### src/rtl/wave_pkg.sv
// Shared waveform-select encodings, FSM states and index/select helpers.
// Pure definitions: no latency, no flow control.
package wave_pkg;

    localparam logic [2:0] SEL_SINE   = 3'b110;
    localparam logic [2:0] SEL_SQUARE = 3'b101;
    localparam logic [2:0] SEL_TRI    = 3'b011;

    localparam logic [1:0] IDX_SINE   = 2'd0;
    localparam logic [1:0] IDX_SQUARE = 2'd1;
    localparam logic [1:0] IDX_TRI    = 2'd2;

    typedef enum logic {
        ST_RUN  = 1'b0,
        ST_MUTE = 1'b1
    } state_t;

    function automatic logic [1:0] next_idx(input logic [1:0] idx);
        case (idx)
            IDX_SINE:   next_idx = IDX_SQUARE;
            IDX_SQUARE: next_idx = IDX_TRI;
            default:    next_idx = IDX_SINE;
        endcase
    endfunction

    function automatic logic [2:0] idx_to_sel(input logic [1:0] idx);
        case (idx)
            IDX_SQUARE: idx_to_sel = SEL_SQUARE;
            IDX_TRI:    idx_to_sel = SEL_TRI;
            default:    idx_to_sel = SEL_SINE;
        endcase
    endfunction

endpackage

### src/rtl/key_debounce.sv
// Synchronizes and debounces one active-low key; one-cycle press pulse on accepted 1->0.
// Latency 1+DEBOUNCE_CYCLES edges from first low sample to pulse; no backpressure.
module key_debounce #(
    parameter int unsigned DEBOUNCE_CYCLES = 1_000_000
) (
    input  logic clk,
    input  logic rst_n,
    input  logic key_n,
    output logic press
);

    localparam int unsigned CW = (DEBOUNCE_CYCLES > 2) ? $clog2(DEBOUNCE_CYCLES) : 1;
    localparam logic [CW-1:0] CNT_LAST = CW'(DEBOUNCE_CYCLES - 1);

    logic          sync1;
    logic          sync2;
    logic          stable;
    logic [CW-1:0] cnt;

    always_ff @(posedge clk or negedge rst_n) begin
        if (!rst_n) begin
            sync1  <= 1'b1;
            sync2  <= 1'b1;
            stable <= 1'b1;
            cnt    <= '0;
            press  <= 1'b0;
        end else begin
            sync1 <= key_n;
            sync2 <= sync1;
            press <= 1'b0;
            if (sync2 == stable) begin
                cnt <= '0;
            end else if (cnt == CNT_LAST) begin
                // Level held long enough: accept it; only the falling edge is a press.
                stable <= sync2;
                cnt    <= '0;
                press  <= ~sync2;
            end else begin
                cnt <= cnt + 1'b1;
            end
        end
    end

endmodule

### src/rtl/wave_sel_ctrl.sv
// Front-panel waveform sequencer: manual/auto stepping with a mute strobe around each switch.
// mute rises 1 edge after a request, sel moves 1 edge later; requests during mute are dropped.
module wave_sel_ctrl
    import wave_pkg::*;
#(
    parameter int unsigned DEBOUNCE_CYCLES = 1_000_000,
    parameter int unsigned AUTO_DWELL      = 50_000_000,
    parameter int unsigned MUTE_CYCLES     = 16
) (
    input  logic       clk,
    input  logic       rst_n,
    input  logic       key_next_n,
    input  logic       key_mode_n,
    output logic [2:0] sel,
    output logic [1:0] wave_idx,
    output logic       mute,
    output logic       auto_en
);

    localparam int unsigned DW = (AUTO_DWELL > 2) ? $clog2(AUTO_DWELL) : 1;
    localparam int unsigned MW = (MUTE_CYCLES > 2) ? $clog2(MUTE_CYCLES) : 1;
    localparam logic [DW-1:0] DWELL_LAST = DW'(AUTO_DWELL - 1);
    localparam logic [MW-1:0] MUTE_LAST  = MW'(MUTE_CYCLES - 1);

    logic next_press;
    logic mode_press;

    key_debounce #(.DEBOUNCE_CYCLES(DEBOUNCE_CYCLES)) u_next_key (
        .clk   (clk),
        .rst_n (rst_n),
        .key_n (key_next_n),
        .press (next_press)
    );

    key_debounce #(.DEBOUNCE_CYCLES(DEBOUNCE_CYCLES)) u_mode_key (
        .clk   (clk),
        .rst_n (rst_n),
        .key_n (key_mode_n),
        .press (mode_press)
    );

    state_t        state, state_nxt;
    logic [DW-1:0] dwell_cnt, dwell_nxt;
    logic [MW-1:0] mute_cnt, mute_cnt_nxt;
    logic [2:0]    sel_nxt;
    logic [1:0]    idx_nxt;
    logic          mute_nxt;
    logic          auto_nxt;
    logic          req;

    always_ff @(posedge clk or negedge rst_n) begin
        if (!rst_n) begin
            state     <= ST_RUN;
            dwell_cnt <= '0;
            mute_cnt  <= '0;
            sel       <= SEL_SINE;
            wave_idx  <= IDX_SINE;
            mute      <= 1'b0;
            auto_en   <= 1'b0;
        end else begin
            state     <= state_nxt;
            dwell_cnt <= dwell_nxt;
            mute_cnt  <= mute_cnt_nxt;
            sel       <= sel_nxt;
            wave_idx  <= idx_nxt;
            mute      <= mute_nxt;
            auto_en   <= auto_nxt;
        end
    end

    always_comb begin
        state_nxt    = state;
        dwell_nxt    = dwell_cnt;
        mute_cnt_nxt = mute_cnt;
        sel_nxt      = sel;
        idx_nxt      = wave_idx;
        mute_nxt     = mute;
        auto_nxt     = auto_en ^ mode_press;
        // A simultaneous key press and dwell expiry collapse into a single request.
        req          = next_press | (auto_en & (dwell_cnt == DWELL_LAST));

        case (state)
            ST_RUN: begin
                if (req) begin
                    state_nxt    = ST_MUTE;
                    mute_nxt     = 1'b1;
                    mute_cnt_nxt = '0;
                    dwell_nxt    = '0;
                end else if (mode_press || !auto_en) begin
                    dwell_nxt = '0;
                end else begin
                    dwell_nxt = dwell_cnt + 1'b1;
                end
            end
            ST_MUTE: begin
                dwell_nxt    = '0;
                mute_cnt_nxt = mute_cnt + 1'b1;
                // Switch one cycle after mute rises so the mux latency is covered.
                if (mute_cnt == '0) begin
                    idx_nxt = next_idx(wave_idx);
                    sel_nxt = idx_to_sel(idx_nxt);
                end
                if (mute_cnt == MUTE_LAST) begin
                    state_nxt    = ST_RUN;
                    mute_nxt     = 1'b0;
                    mute_cnt_nxt = '0;
                end
            end
            default: begin
                state_nxt = ST_RUN;
            end
        endcase
    end

endmodule

### config.mk
export PLATFORM = sky130hd
export DESIGN_NAME = wave_sel_ctrl
export DESIGN_NICKNAME = d
export VERILOG_FILES = /design/src/rtl/wave_pkg.sv /design/src/rtl/key_debounce.sv /design/src/rtl/wave_sel_ctrl.sv
export SDC_FILE = /design/constraint.sdc
export NUM_CORES = 1
export LEC_CHECK = 0
export CORE_AREA = 2 2 106 108
export DETAILED_ROUTE_END_ITERATION = 10
export DIE_AREA = 0 0 108 110
export PLACE_DENSITY_LB_ADDON = 0.2
export SYNTH_ARGS = -nofsm -noshare
export SYNTH_HDL_FRONTEND = slang
export SYNTH_SLANG_ARGS = --single-unit
### constraint.sdc
create_clock -name clk -period 3.9 [get_ports clk]
set_input_delay 0.975 -clock clk [delete_from_list [all_inputs] [get_ports clk]]
set_output_delay 0.975 -clock clk [all_outputs]
set_load 0.005 [all_outputs]
==> reports/results.ini <==
[status]
status = finished clean

[clock_tree]
clkSinkCount = 86
htree_levels = 3
ctsHoldBuffers = 0
clk_pin_slew_ns = 0.08
cts_buffers = 9
cts_tree = done
postCtsSetupBuffers = 0
cts_resized = 0
clk_path_buf_depth = 2
clock_latency_ns = 0.36
clockRootBuffer = clkbuf_8

[global_routing]
grt_usage_pct = 15.2
grt_pass1_wl_um = 14600
grt_pass1_vias = 3148
grt_max_degree = 65
grt.overflow.total = 0
grt_antenna_before_repair = 0

[worst_setup_path]
crit_type = reg -> reg
setup.worst_path.start = dwell_cnt[10]
reg2reg_to = dwell_cnt[9]
crit_top_cell = or4_1
slowest_stage = o21ai_2
worstReg2RegStart = dwell_cnt[10]
path_cells = or4_1 -> or4_1 -> o21ai_2 -> nor2_1
ff2ff_path_depth = 4
crit_fanout = 25
required_ns = 4.10
crit_path_max_incr_delay_ns = 0.82
endpoint_kind = flip-flop
crit_path_start_kind = flip-flop
r2r_slack_ns = 1.43
critical_path_arrival_ns = 2.67

[route]
ant_nets = 0
vias_per_cell = 5.36
dr.pass1.iters = 4
wirelength_um = 7980
post_drt_wl_per_cell_um = 13.9
drt_first_iter_violations = 121
vias = 3084
drc = 0

[synth]
ys_seq_area_share_pct = 51.6
syn-mean-instance-area_sq_um = 10.0
ys.flop_type = dfrtp_1
synth_cells = 419
synth-edff-count = 0
ys_warn_count = 0
ys_ff_latch = 86
yosys.cell_types.count = 40
synth_area_sq_mm = 0.00419
syn_nets = 430
async_flop_share_pct = 100

[power_and_ir_drop]
p_seq_share_pct = 57.2
p_per_area_mw_per_mm2 = 342
intPower_uw = 1240
p_leak_uw = 0.00188
power_switching_share_pct = 21.9
power_switching_uw = 347
p_clk_share_pct = 40.2
power.total_uw = 1590
combinationalPowerShare_pct = 2.6
ir_drop_mv = 0.254

[sta]
fmax_ghz = 0.405
post-route-min-period_ns = 2.47
max_slew.worst_pin.slew_ns = 1.05
holdWs_ns = 0.358
fin_crit_sh_pct = 63.3
setup_viol = 0
finClkSkew_ns = 0.00422
slew_headroom_pct = 29.7
hold_viol = 0
drv_slew = 0
setup_slack_ns = 1.43
final.setup.tns_ns = 0
rsz0062_at_grt = false

[job]
max_cap_violations = 0

[die]
core-area_sq_mm = 0.0107
die_y_um = 110
io_pins = 11
die_w_um = 108
rows = 38
design.die.area_sq_mm = 0.0119
start_util_pct = 39.2

[cells_and_area]
postLayoutCoreUtil_pct = 43.4
nNetsFinal = 441
drive_above_1_share_pct = 8.05
n_antenna_cell = 0
syn_to_final_growth_pct = 10.7

[hold_path]
hold_start = u_mode_key.sync1
hold_end = u_mode_key.sync2
holdPathStages = 0
hp-class = reg -> reg

[placement]
portBuffers = 10
hpwl_um = 5260
dpl_worst_slack_ns = 1.42
place_congestion = 0.815

## synth_stat cells (5+ instances only)
master,instances,area [sq um]
a21oi_1,25,125
and2_1,7,43.8
and3_1,10,62.6
and4_1,10,87.6
buf_2,5,25.0
clkbuf_1,9,33.8
dfrtp_1,78,1950
dfstp_2,8,210
ha_1,7,87.6
inv_1,13,48.8
nand2_1,23,86.3
nand3_1,23,115
nand4_1,23,144
nor2_1,49,184
nor4_1,5,31.3
o21ai_0,17,85.1
o31ai_1,11,82.6
or3_1,13,81.3
or4_1,16,120
xnor2_1,10,87.6
xor2_1,29,254
## sequential cells by signal, summed over array words and instances (netlist names), 2 cells and up
name,cells
dwell_cnt,26
mute_cnt,4
sel,3
u_mode_key.cnt,20
u_next_key.cnt,20
wave_idx,2
## how the worst max path moves through the flow
stage / to / slack [ns]
after detailed placement: dwell_cnt[2] / 1.42
after floorplan: u_next_key.stable / 1.95
after global placement: dwell_cnt[3] / 1.42
after CTS: dwell_cnt[2] / 1.40
after global routing: dwell_cnt[25] / 1.23
final: dwell_cnt[9] / 1.43
## stage by stage
| step | instance area [sq um] | std cells |
|---|---|---|
| final | 4640 | 575 |
| after global routing | 4640 | 575 |
| after CTS | 4640 | 575 |
| after detailed placement | 4440 | 559 |
| after global placement | 4440 | 559 |
| after floorplan | 4190 | 419 |
## final cells by class
cell class	instances	area, sq um
Timing Repair Buffer	14	128
Tap cell	140	175
Clock buffer	12	155
Sequential cell	86	2160
Multi-Input combinational cell	306	1930
Clock inverter	4	45.0
Fill cell	1075	6050
Inverter	13	48.8
## cell usage in the layout, fill, tap and decap left out, drive strengths merged, types with 2 or more instances in the layout
master         instances
dfrtp                 78
o31ai                 11
a32o                   4
clkinv                 3
xor2                  29
inv                   13
mux2                   2
or4                   17
ha                     7
and2                   7
or3                   13
nand4                 24
dfstp                  8
and3                  10
clkbuf                12
and4                  10
nand3                 23
nor4                   5
o21ai                 19
nand4b                 2
clkdlybuf4s50          9
xnor2                 10
buf                    5
nor3                   4
nand2                 23
o21a                   2
nor2                  49
a21oi                 25
## power by group through the flow
stage               sequential [uW]  clock (uW)  combinational, uW
floorplan                       923           0               16.6
global placement                924           0               44.0
detailed placement              924           0               44.4
finish                          906         638               41.9
CTS                             907         670               44.6
global route                    908         707               49.8
## worst max-delay path, delay by kind of cell (launching register included)
kind	cells	cell delay, ns
DFF	1	0.43
and+or+nand+nor	3	1.06
AOI/OAI and AO/OA	1	0.82
## per-layer routing
metal / vias up / part of all wire (%) / global-route usage, %
li1: 1536 / - / -
met1: 1510 / 49 / 19.2
met2: 27 / 47 / 25.9
met3: 11 / 2.8 / 3.53
met4: 0 / 1.4 / 5.22
met5: - / 0 / 0
## cells by family (layout without fill, tap and decap cells)
group | count (synthesis) | after routing | share of synthesized area (%)
simple gates | 194 | 194 | 25.9
flops | 86 | 86 | 51.6
compound gates | 64 | 64 | 9.19
xor+xnor | 39 | 39 | 8.14
buf+inv | 27 | 43 | 2.57
fa+ha+maj | 7 | 7 | 2.09
mux | 2 | 2 | 0.537
Note: power is estimated with default switching activity, not from simulation.
